`src/rtl/matrix_loader.sv`:
```
// Byte-serial to group-word loader for the 16-element matrix memory: packs 4 elements per group, one write per row.
// Optional running element checksum enabled by defining MATRIX_LOADER_CHECKSUM_EN.
module matrix_loader #(
    parameter int WIDTH  = 8,
    parameter int GROUPS = 4
) (
    input  logic                      clk,
    input  logic                      rst,
    input  logic                      start,
    input  logic                      abort,
    input  logic                      in_valid,
    input  logic [WIDTH-1:0]          in_data,
    output logic                      in_ready,
    output logic                      write_en,
    output logic [1:0]                write_addr,
    output logic [GROUPS*WIDTH-1:0]   data_out,
    output logic                      busy,
    output logic                      done,
    output logic [15:0]               checksum
);

    typedef enum logic [1:0] {
        IDLE  = 2'd0,
        LOAD  = 2'd1,
        WRITE = 2'd2,
        DONE  = 2'd3
    } state_t;

    state_t                    state_r, state_next_s;
    logic [1:0]                elem_r, elem_next_s;
    logic [1:0]                group_r, group_next_s;
    logic [GROUPS*WIDTH-1:0]   lanes_r, lanes_next_s;
    logic                      xfer_s;
    logic                      write_en_r, busy_r, done_r;
    logic [1:0]                write_addr_r;
    logic [GROUPS*WIDTH-1:0]   data_out_r;

    assign in_ready = (state_r == LOAD);
    assign xfer_s   = in_valid && (state_r == LOAD);

    // Next-state, counter and lane-buffer decode
    always_comb begin
        state_next_s = state_r;
        elem_next_s  = elem_r;
        group_next_s = group_r;
        lanes_next_s = lanes_r;
        if (xfer_s) begin
            lanes_next_s[int'(elem_r)*WIDTH +: WIDTH] = in_data;
        end else begin
            lanes_next_s = lanes_r;
        end
        case (state_r)
            IDLE: begin
                if (start && !abort) begin
                    state_next_s = LOAD;
                    elem_next_s  = 2'd0;
                    group_next_s = 2'd0;
                end else begin
                    state_next_s = IDLE;
                end
            end
            LOAD: begin
                if (abort) begin
                    state_next_s = IDLE;
                end else if (xfer_s) begin
                    elem_next_s = elem_r + 2'd1;
                    if (elem_r == 2'd3) begin
                        state_next_s = WRITE;
                    end else begin
                        state_next_s = LOAD;
                    end
                end else begin
                    state_next_s = LOAD;
                end
            end
            WRITE: begin
                if (abort) begin
                    state_next_s = IDLE;
                end else if (group_r == 2'd3) begin
                    state_next_s = DONE;
                end else begin
                    group_next_s = group_r + 2'd1;
                    elem_next_s  = 2'd0;
                    state_next_s = LOAD;
                end
            end
            DONE: begin
                state_next_s = IDLE;
            end
            default: begin
                state_next_s = IDLE;
            end
        endcase
    end

    // State, counters and registered outputs; the packed word is captured as the FSM enters WRITE
    always_ff @(posedge clk) begin
        if (rst) begin
            state_r      <= IDLE;
            elem_r       <= 2'd0;
            group_r      <= 2'd0;
            lanes_r      <= '0;
            write_en_r   <= 1'b0;
            write_addr_r <= 2'd0;
            data_out_r   <= '0;
            busy_r       <= 1'b0;
            done_r       <= 1'b0;
        end else begin
            state_r    <= state_next_s;
            elem_r     <= elem_next_s;
            group_r    <= group_next_s;
            lanes_r    <= lanes_next_s;
            write_en_r <= (state_next_s == WRITE);
            busy_r     <= (state_next_s != IDLE);
            done_r     <= (state_next_s == DONE);
            if (state_next_s == WRITE) begin
                write_addr_r <= group_r;
                data_out_r   <= lanes_next_s;
            end
        end
    end

    assign write_en   = write_en_r;
    assign write_addr = write_addr_r;
    assign data_out   = data_out_r;
    assign busy       = busy_r;
    assign done       = done_r;

`ifdef MATRIX_LOADER_CHECKSUM_EN
    logic [15:0] checksum_r;

    // Running modular sum, cleared when a load starts and frozen once it completes
    always_ff @(posedge clk) begin
        if (rst) begin
            checksum_r <= 16'h0000;
        end else if (state_r == IDLE && state_next_s == LOAD) begin
            checksum_r <= 16'h0000;
        end else if (xfer_s && !abort) begin
            checksum_r <= checksum_r + 16'(in_data);
        end
    end

    assign checksum = checksum_r;
`else
    assign checksum = 16'h0000;
`endif

endmodule
```
`config.mk`:
```
export PLATFORM = sky130hd
export DESIGN_NAME = matrix_loader
export DESIGN_NICKNAME = d
export VERILOG_FILES = /design/src/rtl/matrix_loader.sv
export SDC_FILE = /design/constraint.sdc
export NUM_CORES = 1
export LEC_CHECK = 0
export CAP_MARGIN = 20
export CORE_MARGIN = 1
export CORE_UTILIZATION = 49
export DETAILED_ROUTE_END_ITERATION = 6
export MAX_ROUTING_LAYER = met4
export PLACE_DENSITY = 0.78
export SETUP_SLACK_MARGIN = 0.15
export SLEW_MARGIN = 15
export SYNTH_ARGS = -nofsm -noshare
export SYNTH_HDL_FRONTEND = slang
export SYNTH_SLANG_ARGS = --single-unit
```
`constraint.sdc`:
```
create_clock -name clk -period 2.6 [get_ports clk]
set_clock_uncertainty 0.2 [all_clocks]
set_input_delay 0.26 -clock clk [delete_from_list [all_inputs] [get_ports clk]]
set_output_delay 0.26 -clock clk [all_outputs]
set_load 0.02 [all_outputs]
```
==> summary.md <==
| Metric | Value |
|---|---|
| Status | finished clean |
| DR vias/cell | approximately 5.7 |
| I/O pin cnt | between 60 and 70 |
| Yosys cell types | 38 |
| Routed WL | ~6.5 mm |
| Worst-path fanout max | 16 |
| CP required | 2.14 ns |
| Routability cong. | ~0.84 |
| Post-Route Hold Slack | approximately 0.22 ns |
| Core area | ~5600 sq um |
| Fin cells | between 400 and 500 |
| Worst hold endpoint | lanes_r[8] |
| Routed len/inst | between 15 and 20 um |
| Synthesis-to-finish area growth | 23.22% |
| Max cap viols | 0 |
| Insertion delay to the later sink of the worst-skew pair | approximately 0.34 ns |
| Final Power | approximately 0.0021 W |
| CP max stage delay | between 0.6 and 0.7 ns |
| Syn avg cell area | a little under 10 sq um |
| Clock Tree Buf Depth | 2 |
| IO Port Bufs | 50 |
| Vias | 2365 |
| Reg2Reg Depth | 5 |
| P per Cell Area | between 500 and 600 nW/um^2 |
| CP cell instances | nor2b_1, clkdlybuf4s50_1 |
| Inserted Clock Buffers | 9 |
| H-tree level count | 3 |
| Final period utilization | 0.8674 |
| Clk slew on worst S/H paths | approximately 0.070 ns |
| Crit Reg-Reg Startpoint | elem_r[1] |
| Final ANT Viol Nets | 0 |
| Die Y | between 70 and 80 um |
| Crit-path slowest cell | clkdlybuf4s50_1 |
| Overall global routing resource usage | 0.2280 |
| DRT iter0 DRCs | around 220 |
| Max-slew violation total from the final report | 0 |
| First-pass GRT wire length | around 11 mm |
| Leak | 1.198 nW |
| Setup TNS | 0 ns |
| Hold Crit Class | input port to flop |
| Cells on Worst Hold Path | 2 |
| Vias in the first global route | between 2000 and 2500 |
| CTS tree | done |
| Largest net degree at the start of global routing | 36 |
| WS Path Type | flop to primary output |
| Post-Syn Area | 2894 sq um |
| R2r endpoint | data_out[15] |
| Flop-to-flop setup slack | approximately 0.40 ns |
| Count leader, synth | dfxtp_1 |
| Dpl hpwl | 4.307 mm |
| Ys flop type | dfxtp_1 |
| Crit end category | primary output |
| Async SR Flop Fraction | 0 |
| Die width | 78.85 um |
| Peak VDD IR | 0.4091 mV |
| Final setup fails | 0 |
| Yosys reg bits | 67 |
| DR pass1 iterations | 4 |
| EDFF count, synth | 0 |
| Clk sinks | 67 |
| Actual slew at the worst max-slew pin | around 0.57 ns |
| Ant. Diodes | 0 |
| Clock root buffer | clkbuf_8 |
| Min-Delay Startpoint | rst |
| F_max | 0.4434 GHz |
| Synth top area share | 0.4635 |
| Post-route DRC | 0 |
| Register area share after synthesis | 0.4635 |
| Layout Nets | 360 |
| Initial antenna violation count | 0 |
| Placement row count | 27 |
| Total grt overflow | 0 |
| Critical path data arrival time | between 1.5 and 2 ns |
| Max-slew headroom | 0.6184 |
| Initial core utilization | 0.5161 |
| Leading area contributor after synthesis | dfxtp_1 |
| Fin. Hold Viols | 0 |
| RSZ-0062 raised after global routing | no |
| Crit path time final | 2.255 ns |
| Die outline area | just over 6000 sq um |
| Syn Inst Count | 300 |
| Synth cell count leaders | dfxtp_1 (67), a21oi_1 (45), nand2_1 (18) |
| Share of cells above drive strength 1 | 0.1012 |
| Placed Cells | about 400 |
| Critical Path Start Type | flop |
| Largest cells by area after synthesis | dfxtp_1 (46%), a21oi_1 (7.8%), a311oi_1 (4.5%) |
| Syn. warnings | 0 |
-- routing by layer --
layer  vias up  GRT usage  share of wire  wire length, um
met3         8    0.04483          0.066              431
li1       1153          -              -                -
met2        87     0.3313           0.47             3077
met5         -          -              0                0
met4         0     0.1236          0.013               84
met1      1117     0.2986           0.45             2933
-- what timing repair did --
action | CTS | global route
setup buffers | 0 | 0
setup endpoints to repair | 0 | 1
hold buffers | 0 | 0
endpoints found under the hold margin | 0 | 0
resized for setup | 0 | 1
-- report_power, final --
group | internal [W] | switching [W] | total (W)
clock network | 0.000537 | 0.000382 | 0.000920
logic | 0.0000426 | 0.0000826 | 0.000125
registers | 0.00103 | 0.00000399 | 0.00103
total | 0.00161 | 0.000469 | 0.00208
-- state kept, by name, summed over array words and instances (netlist names) --
signal      cells
data_out       32
lanes_r        24
elem_r          2
group_r         2
state_r         2
write_addr      2
busy            1
done            1
write_en        1
-- worst max path at each step --
| stage | startpoint | end | slack [ns] |
|---|---|---|---|
| 6_report | state_r[0] | in_ready | 0.34 |
| 5_1_grt | state_r[0] | in_ready | 0.25 |
| 4_1_cts | state_r[0] | in_ready | 0.19 |
| 3_5_place_dp | in_valid | data_out[16] | 0.38 |
| 3_3_place_gp | in_valid | data_out[0] | 0.43 |
| 2_1_floorplan | elem_r[0] | data_out[22] | 0.35 |
-- cell families (layout without fill, tap and decap cells) --
family,after synthesis,after routing,synth area share
other cells,1,16,0.001296
mux,12,12,0.04151
fa+ha+maj,6,6,0.02594
buf+inv,47,78,0.08819
compound gates,88,88,0.1950
flops,67,67,0.4635
simple gates,79,79,0.1846
-- critical path: cells and delay by family (launching register included) --
family | cells | cell delay, ns
AND/OR/NAND/NOR | 1 | 0.32
buffers and inverters | 1 | 0.67
flip-flops | 1 | 0.48
-- stage by stage --
step / utilization / instance area [sq um] / worst slack (ns)
2_1_floorplan: - / 2950 / 0.3550
3_3_place_gp: 0.5984 / 3356 / 0.4253
3_5_place_dp: 0.5984 / 3356 / 0.3761
4_1_cts: 0.6357 / 3565 / 0.1871
5_1_grt: 0.6359 / 3566 / 0.2476
6_report: 0.6359 / 3566 / 0.3448
-- area by class of cell --
type / instances / area, sq um
repair buffers: 58 / 555.5
well taps: 72 / 90.09
clock buffers: 11 / 131.4
fillers: 472 / 2042
inverters: 4 / 15.01
clock inverters: 5 / 77.57
flip-flops and latches: 67 / 1343
multi-input cells: 201 / 1354
-- cells in the final DEF (no fill, tap or decap), types with 2 or more instances in the layout --
cell type / netlist / final
dfxtp_1: 67 / 66
clkdlybuf4s50_1: 0 / 49
a21oi_1: 45 / 45
nand2_1: 18 / 18
nand3_1: 16 / 16
conb_1: 1 / 16
a311oi_1: 15 / 15
a211oi_1: 12 / 12
mux2i_1: 12 / 12
nor2_1: 11 / 11
clkbuf_8: 0 / 9
buf_4: 17 / 8
a22o_1: 7 / 7
and4bb_2: 7 / 7
ha_1: 6 / 6
o21ai_0: 5 / 5
and4b_1: 5 / 5
nor3_1: 3 / 3
inv_1: 3 / 3
nand4b_1: 3 / 3
nand4_1: 2 / 2
nand3b_1: 2 / 2
nand2b_1: 2 / 2
nor4b_4: 2 / 2
nor4bb_1: 2 / 2
clkinv_2: 0 / 2
bufinv_16: 0 / 2
clkbuf_1: 12 / 2
Power figures use the tool's default switching activity.
